[src/rtl/alu_share_arbiter.sv]
// ============================================================================
// Module      : alu_share_arbiter
// Description : Round-robin sharing of one combinational ALU between NUM_REQ
//               requesters, with a one-entry tagged response buffer.
// Revision    : 1.0 - initial release
// ============================================================================
`default_nettype none

module alu_share_arbiter #(
  parameter int DATA_WIDTH    = 32,
  parameter int OPCODE_LENGTH = 4,
  parameter int NUM_REQ       = 2,
  localparam int ID_WIDTH     = $clog2(NUM_REQ)
) (
  input  logic                              clk,
  input  logic                              reset_n,
  input  logic [NUM_REQ-1:0]                req_valid,
  output logic [NUM_REQ-1:0]                req_ready,
  input  logic [NUM_REQ*DATA_WIDTH-1:0]     req_srca,
  input  logic [NUM_REQ*DATA_WIDTH-1:0]     req_srcb,
  input  logic [NUM_REQ*OPCODE_LENGTH-1:0]  req_op,
  output logic [DATA_WIDTH-1:0]             alu_srca,
  output logic [DATA_WIDTH-1:0]             alu_srcb,
  output logic [OPCODE_LENGTH-1:0]          alu_op,
  input  logic [DATA_WIDTH-1:0]             alu_result,
  output logic                              rsp_valid,
  input  logic                              rsp_ready,
  output logic [ID_WIDTH-1:0]               rsp_id,
  output logic [DATA_WIDTH-1:0]             rsp_result
);

  localparam logic [ID_WIDTH-1:0] C_LAST_ID = ID_WIDTH'(NUM_REQ - 1);

  logic                     r_rsp_valid;
  logic [ID_WIDTH-1:0]      r_rsp_id;
  logic [DATA_WIDTH-1:0]    r_rsp_result;
  logic [ID_WIDTH-1:0]      r_last_grant;

  logic                     w_can_issue;
  logic                     w_grant_vld;
  logic [ID_WIDTH-1:0]      w_grant_id;
  logic [NUM_REQ-1:0]       w_ready;
  int                       w_scan;

  logic [DATA_WIDTH-1:0]    w_srca [NUM_REQ];
  logic [DATA_WIDTH-1:0]    w_srcb [NUM_REQ];
  logic [OPCODE_LENGTH-1:0] w_op   [NUM_REQ];

  for (genvar i = 0; i < NUM_REQ; i++) begin : g_unpack
    assign w_srca[i] = req_srca[i*DATA_WIDTH +: DATA_WIDTH];
    assign w_srcb[i] = req_srcb[i*DATA_WIDTH +: DATA_WIDTH];
    assign w_op[i]   = req_op[i*OPCODE_LENGTH +: OPCODE_LENGTH];
  end

  assign w_can_issue = !r_rsp_valid || rsp_ready;

  // Scan starts one past the last winner; reset_n gating keeps req_ready low
  // while reset is held even though the buffer then reads empty.
  always_comb begin
    w_grant_vld = 1'b0;
    w_grant_id  = '0;
    w_scan      = 0;
    if (reset_n && w_can_issue) begin
      for (int k = 1; k <= NUM_REQ; k++) begin
        w_scan = (int'(r_last_grant) + k) % NUM_REQ;
        if (!w_grant_vld && req_valid[w_scan]) begin
          w_grant_vld = 1'b1;
          w_grant_id  = w_scan[ID_WIDTH-1:0];
        end
      end
    end
  end

  always_comb begin
    w_ready = '0;
    if (w_grant_vld) begin
      w_ready[w_grant_id] = 1'b1;
    end
  end

  assign req_ready = w_ready;

  // Idle drive is add of zeros so the shared ALU output stays defined.
  always_comb begin
    alu_srca = '0;
    alu_srcb = '0;
    alu_op   = '0;
    if (w_grant_vld) begin
      alu_srca = w_srca[w_grant_id];
      alu_srcb = w_srcb[w_grant_id];
      alu_op   = w_op[w_grant_id];
    end
  end

  always_ff @(posedge clk or negedge reset_n) begin
    if (!reset_n) begin
      r_rsp_valid  <= 1'b0;
      r_rsp_id     <= '0;
      r_rsp_result <= '0;
      r_last_grant <= C_LAST_ID;
    end else if (w_grant_vld) begin
      r_rsp_valid  <= 1'b1;
      r_rsp_id     <= w_grant_id;
      r_rsp_result <= alu_result;
      r_last_grant <= w_grant_id;
    end else if (r_rsp_valid && rsp_ready) begin
      r_rsp_valid  <= 1'b0;
    end
  end

  assign rsp_valid  = r_rsp_valid;
  assign rsp_id     = r_rsp_id;
  assign rsp_result = r_rsp_result;

endmodule

`default_nettype wire

[config.mk]
export PLATFORM = sky130hd
export DESIGN_NAME = alu_share_arbiter
export DESIGN_NICKNAME = d
export VERILOG_FILES = /design/src/rtl/alu_share_arbiter.sv
export SDC_FILE = /design/constraint.sdc
export NUM_CORES = 1
export LEC_CHECK = 0
export BUFFER_PORTS_ARGS = -buffer_cell sky130_fd_sc_hd__buf_2
export CORE_AREA = 3 3 107 109
export DETAILED_ROUTE_END_ITERATION = 8
export DIE_AREA = 0 0 110 112
export GPL_ROUTABILITY_DRIVEN = 0
export PLACE_DENSITY = 0.5
export SKIP_CTS_REPAIR_TIMING = 1
export SKIP_LAST_GASP = 1
export SLEW_MARGIN = 30
export SYNTH_ARGS = -nofsm -noshare
export SYNTH_HDL_FRONTEND = slang
export SYNTH_SLANG_ARGS = --single-unit
[constraint.sdc]
create_clock -name clk -period 1.6 [get_ports clk]
set_input_delay 0.24 -clock clk [delete_from_list [all_inputs] [get_ports clk]]
set_output_delay 0.24 -clock clk [all_outputs]
set_load 0.02 [all_outputs]
# Word level (Yosys, flattened, before mapping)
# Cells that the tools add are included.
[totals]
register_bits = 35
word_cells = 52
output_inout_bits = 104
inputBits = 173
[op_classes]
n_reduce_logical = 8
addsub = 2
n_bitwise = 3
mux = 30
order_cmp = 5
[op_table]
columns = ["op", "count"]
rows = [
  ["$mux 32", 8],
  ["$mux 1", 16],
  ["$mux 4", 4],
  ["$lt 2x3->1 const B", 2],
  ["$logic_and 1x1->1", 4],
  ["$add 1x1->1 const B", 2],
  ["$and 1x1->1 const A", 2],
  ["$ge 2x2->1 const B", 1],
  ["$logic_not 1->1", 2],
  ["$lt 1x2->1 const B", 1],
  ["$mux 2", 1],
  ["$not 1->2", 1],
  ["$reduce_bool 2->1", 1],
  ["$demux 1 s1", 1],
  ["$ge 1x1->1 const B", 1],
  ["$logic_or 1x1->1", 1],
]

# Logic depth before layout (Yosys ltp)
[logic_depth]
word_depth = 16
depth_mapped = 6
ltp_nobuf = 3

# Least setup slack after synthesis
# OpenSTA, ideal clock, no wires.
[synth_timing]
path_kind = "register to output"
from = "reg r_rsp_valid (netlist: rsp_valid)"
to = "out alu_srca[10]"
n_path_buf = 2
required_time_ns = 1.360
stages_incl_launch_ff = 6
arrival_time_ns = 1.402
slack_ns = -0.042
cell_sequence = "dfrtp_1 > nand2b_4 > and4_1 > buf_2 > buf_2 > a22o_1"
[synth_via]
elab_chain_len = 9
elab_cells_between_ends = 10
cone_classes = "6 x mux; 1 x bitwise; 3 x reduce/logical"
[synth_lines]
columns = ["item", "line_no", "rtl"]
rows = [
  ["start, declared", "34", "logic r_rsp_valid;"],
  ["start signal, assigned", "97", "r_rsp_valid <= 1'b0;"],
  ["start signal, assigned", "102", "r_rsp_valid <= 1'b1;"],
  ["start signal, assigned", "107", "r_rsp_valid <= 1'b0;"],
  ["$logic_not 1->1 *", "55", "assign w_can_issue = !r_rsp_valid || rsp_ready;"],
  ["$logic_or 1x1->1 *", "55", ""],
  ["$logic_and 1x1->1 *", "63", "if (reset_n && w_can_issue) begin"],
  ["$mux 1", "63", ""],
  ["$not 1->2 (implied by the code)", "89", "alu_srca = w_srca[w_grant_id];"],
  ["$mux 32 (implied by the code) (3 in series)", "89", ""],
  ["$mux 32 *", "88", "if (w_grant_vld) begin"],
  ["end, declared", "22", "output logic [DATA_WIDTH-1:0] alu_srca,"],
]
# Every way passes the cells marked *; elsewhere a longest branch is shown, timed or not. The select of a mux whose other input is x is not followed.

# Worst setup path after layout
[layout_timing]
from = "reg r_last_grant"
to = "out alu_srcb[23]"
[layout_via]
elab_chain_len = 15
elab_cells_between_ends = 22
cone_classes = "2 x add/sub; 17 x mux; 1 x bitwise; 2 x reduce/logical"
[layout_lines]
columns = ["item", "line_no", "rtl"]
rows = [
  ["start, declared", "37", "logic [ID_WIDTH-1:0] r_last_grant;"],
  ["start signal, assigned", "105", "r_last_grant <= w_grant_id;"],
  ["$add 1x1->1", "65", "w_scan = (int'(r_last_grant) + k) % NUM_REQ;"],
  ["$mux 1 (implied by the code) (3 in series)", "66", "if (!w_grant_vld && req_valid[w_scan]) begin"],
  ["$mux 1", "66", ""],
  ["$mux 1", "63", ""],
  ["$logic_not 1->1", "66", ""],
  ["$logic_and 1x1->1", "66", ""],
  ["$mux 1", "66", ""],
  ["$mux 1", "63", ""],
  ["$not 1->2 (implied by the code)", "90", "alu_srcb = w_srcb[w_grant_id];"],
  ["$mux 32 (implied by the code) (3 in series)", "90", ""],
  ["$mux 32 *", "88", ""],
  ["end, declared", "23", "output logic [DATA_WIDTH-1:0] alu_srcb,"],
]
# Marks and branches as above.

==> key figures <==
Global routing
  – GR Overflow Total: 0
  – First-pass GRT wire length: 12,400 um
  – Initial antenna violation count: 0
  – Vias in the first global route: 2,517
  – Tot GR Track Use: between 10% and 20%
  – Largest net degree at the start of global routing: 57

CTS
  – Clock Tree Root: clkbuf_8
  – Clk buf depth: 2
  – CTS Buf Count: 5
  – TritonCTS clock tree: done
  – Clk_lat worst skew: 280 ps
  – Clock sink total: 35
  – H-tree depth: 2
  – Clk slew on worst S/H paths: 70 ps

Logic synthesis
  – Commonest cells in the netlist: a22o_1 (68), dfrtp_1 (34), mux2_2 (32)
  – Synthesized instance count: 163
  – Post-synth EDFFs: 0
  – Synth cell types: 14
  – Largest family of logic cells by synthesized area: compound AO/OA/AOI/OAI gates
  – Adder-Cell Fraction of Synth Area: 0%
  – Most numerous cell in the Yosys netlist: a22o_1
  – Yosys top cell by area: dfrtp_1
  – Yosys top cell area share: 42.1%
  – Syn nets: 336
  – Post-synthesis simple-gate area fraction: 1.49%
  – Synth Flop Type: dfrtp_1
  – Register area share after synthesis: 43.4%
  – Yosys reg bits: 35
  – Syn avg cell area: 12.4 um2
  – Synth Area in XOR/XNOR: 0%
  – Largest cells by area after synthesis: dfrtp_1 (42%), a22o_1 (29%), mux2_2 (18%)
  – Post-synthesis mux area share: 17.8%
  – Yosys warnings: 0
  – Synth Area in Compound Gates: 31.4%
  – Async set-reset flop share out of synthesis: 100%
  – Syn Std Cell Area: between 2000 and 2500 um2

Critical path
  – R2R Path End: rsp_result[11]
  – FF-to-FF path depth: 5
  – Setup crit start kind: register
  – R2R Path Start: rsp_valid
  – R2r setup slk: about 250 ps
  – Critical Path RT: 1360 ps
  – Crit-path cells: o2111a_2, buf_12, clkbuf_16, a22o_1, buf_2
  – CP Max Fanout: 14
  – WS Path Type: reg -> out
  – Worst setup EP type: output pin
  – Crit path DAT: 1670 ps
  – Worst stage delay on the critical path: 540 ps
  – Slowest CP cell: dfstp_2

STA
  – Worst hold slack: 161 ps
  – Worst Skew: 3.69 ps
  – Slew HR: a little under three quarters
  – Worst-margin pin slew: around 440 ps
  – Fin. max-slew vios: 0
  – Unrepaired setup endpoints after global routing: true
  – Final setup viols: 70
  – Fin crit share: 119%
  – Final Worst Setup Slack: -308 ps
  – Fmax: 524 MHz
  – Final min period: between 1500 and 2000 ps
  – Final Hold Vio Count: 0
  – Fin Setup TNS: -19,320 ps

Status
  – Violated checks: setup timing
  – Run status: finished, violations left

Finish
  – Cell area after layout: 3990 um2
  – Util after Layout: around 37%
  – Layout overhead on the synthesized area: 97.2%
  – Post-route insts no fill: 585
  – Layout cells sized above 1: 76.4%
  – Diode count: 0
  – Fill cell count: approximately 1,100
  – # nets final: 617

Floorplan
  – Horiz. Die Dim: between 100 and 150 um
  – Area of the die: 12,300 um2
  – CORE AREA: 10,700 um2
  – Effective utilization at floorplan: 18.9%
  – # IOs: 277
  – Die Ht: 112 um
  – Std-Cell Rows: 38

Power
  – Lkg Pwr: 2.21 nW
  – Power Dens Cells: 836 nW/um2
  – Final Power: 3.33 mW
  – Maximum vdd drop: a little over 0.0007 V

Route
  – Iteration-0 DRC Markers: 60
  – Drt pass-1 iters: 4
  – Wire per inst: 17.1 um
  – Final ANT Viol Nets: 0
  – Total wire length: ~10000 um
  – Residual DRC: 0
  – Vias per cell: 4.47
  – DR vias: 2,614

Job
  – Max Cap Viol: 0

Placed design
  – Dpl ws: -128 ps
  – Port-buffer cells: between 200 and 300
  – Placed Area: 3590 um2
  – Placed Cells: 569
  – Dpl hpwl: between 7000 and 8000 um

Hold path
  – Worst Hold Class: in -> async
## worst max-delay path: cells and delay by family (launching register included)
kind	cells	cell delay [ps]
compound gates	2	360
flops	1	540
buf+inv	3	470
## cell usage in the layout, fill, tap and decap left out
cell,netlist,final
a21o_1,2,2
a22o_1,68,66
a22o_4,0,2
and4_4,0,1
buf_12,0,5
buf_2,14,238
buf_4,3,40
buf_6,2,3
buf_8,0,1
clkbuf_1,0,1
clkbuf_16,0,5
clkbuf_4,0,1
clkbuf_8,0,7
dfrtp_1,34,33
dfrtp_2,0,1
dfstp_2,1,1
inv_1,1,1
mux2_2,32,32
nand2_1,2,2
nand2b_4,1,1
o2111a_2,0,1
o211ai_4,0,1
## cell type report
type / instances / area (um2) / share of cell area [%]
timing repair buffer: 293 / 1770 / 44.5
multi-input combinational: 108 / 1050 / 26.5
sequential: 35 / 878 / 22.0
tap: 140 / 175 / 4.40
clock buffer: 8 / 100 / 2.51
inverter: 1 / 3.75 / 0.0942
## routing by layer
metal  global-route usage (%)  routed length (um)
met5                        0                   0
met4                     2.74                  66
met3                     3.77                 960
met2                     23.8                5260
met1                     13.9                3710
## sequential cells by signal, summed over array words and instances (netlist names)
signal        count
r_last_grant      1
rsp_result       32
rsp_id            1
rsp_valid         1
## worst max-delay path by stage
stage	startpoint	to	slack, ps	cells past startpoint
CTS	r_last_grant	alu_srca[21]	-440	5
global route	r_last_grant	alu_srca[19]	-380	5
detailed placement	r_last_grant	alu_srca[21]	-130	5
finish	r_last_grant	alu_srcb[23]	-310	5
global placement	r_last_grant	alu_srca[21]	-120	5
floorplan	r_last_grant	alu_srca[10]	4	5
## cell families (layout without fill, tap and decap cells)
family          count (synthesis)  in the layout
compound gates                 72             72
buf+inv                        20            302
mux                            32             32
flops                          35             35
simple gates                    4              4
## power by group
part	total [mW]	internal (mW)	switching, mW
registers	1.13	1.05	0.0763
clock network	0.690	0.393	0.297
logic	1.52	0.714	0.802
(Power assumes the default switching activity.)
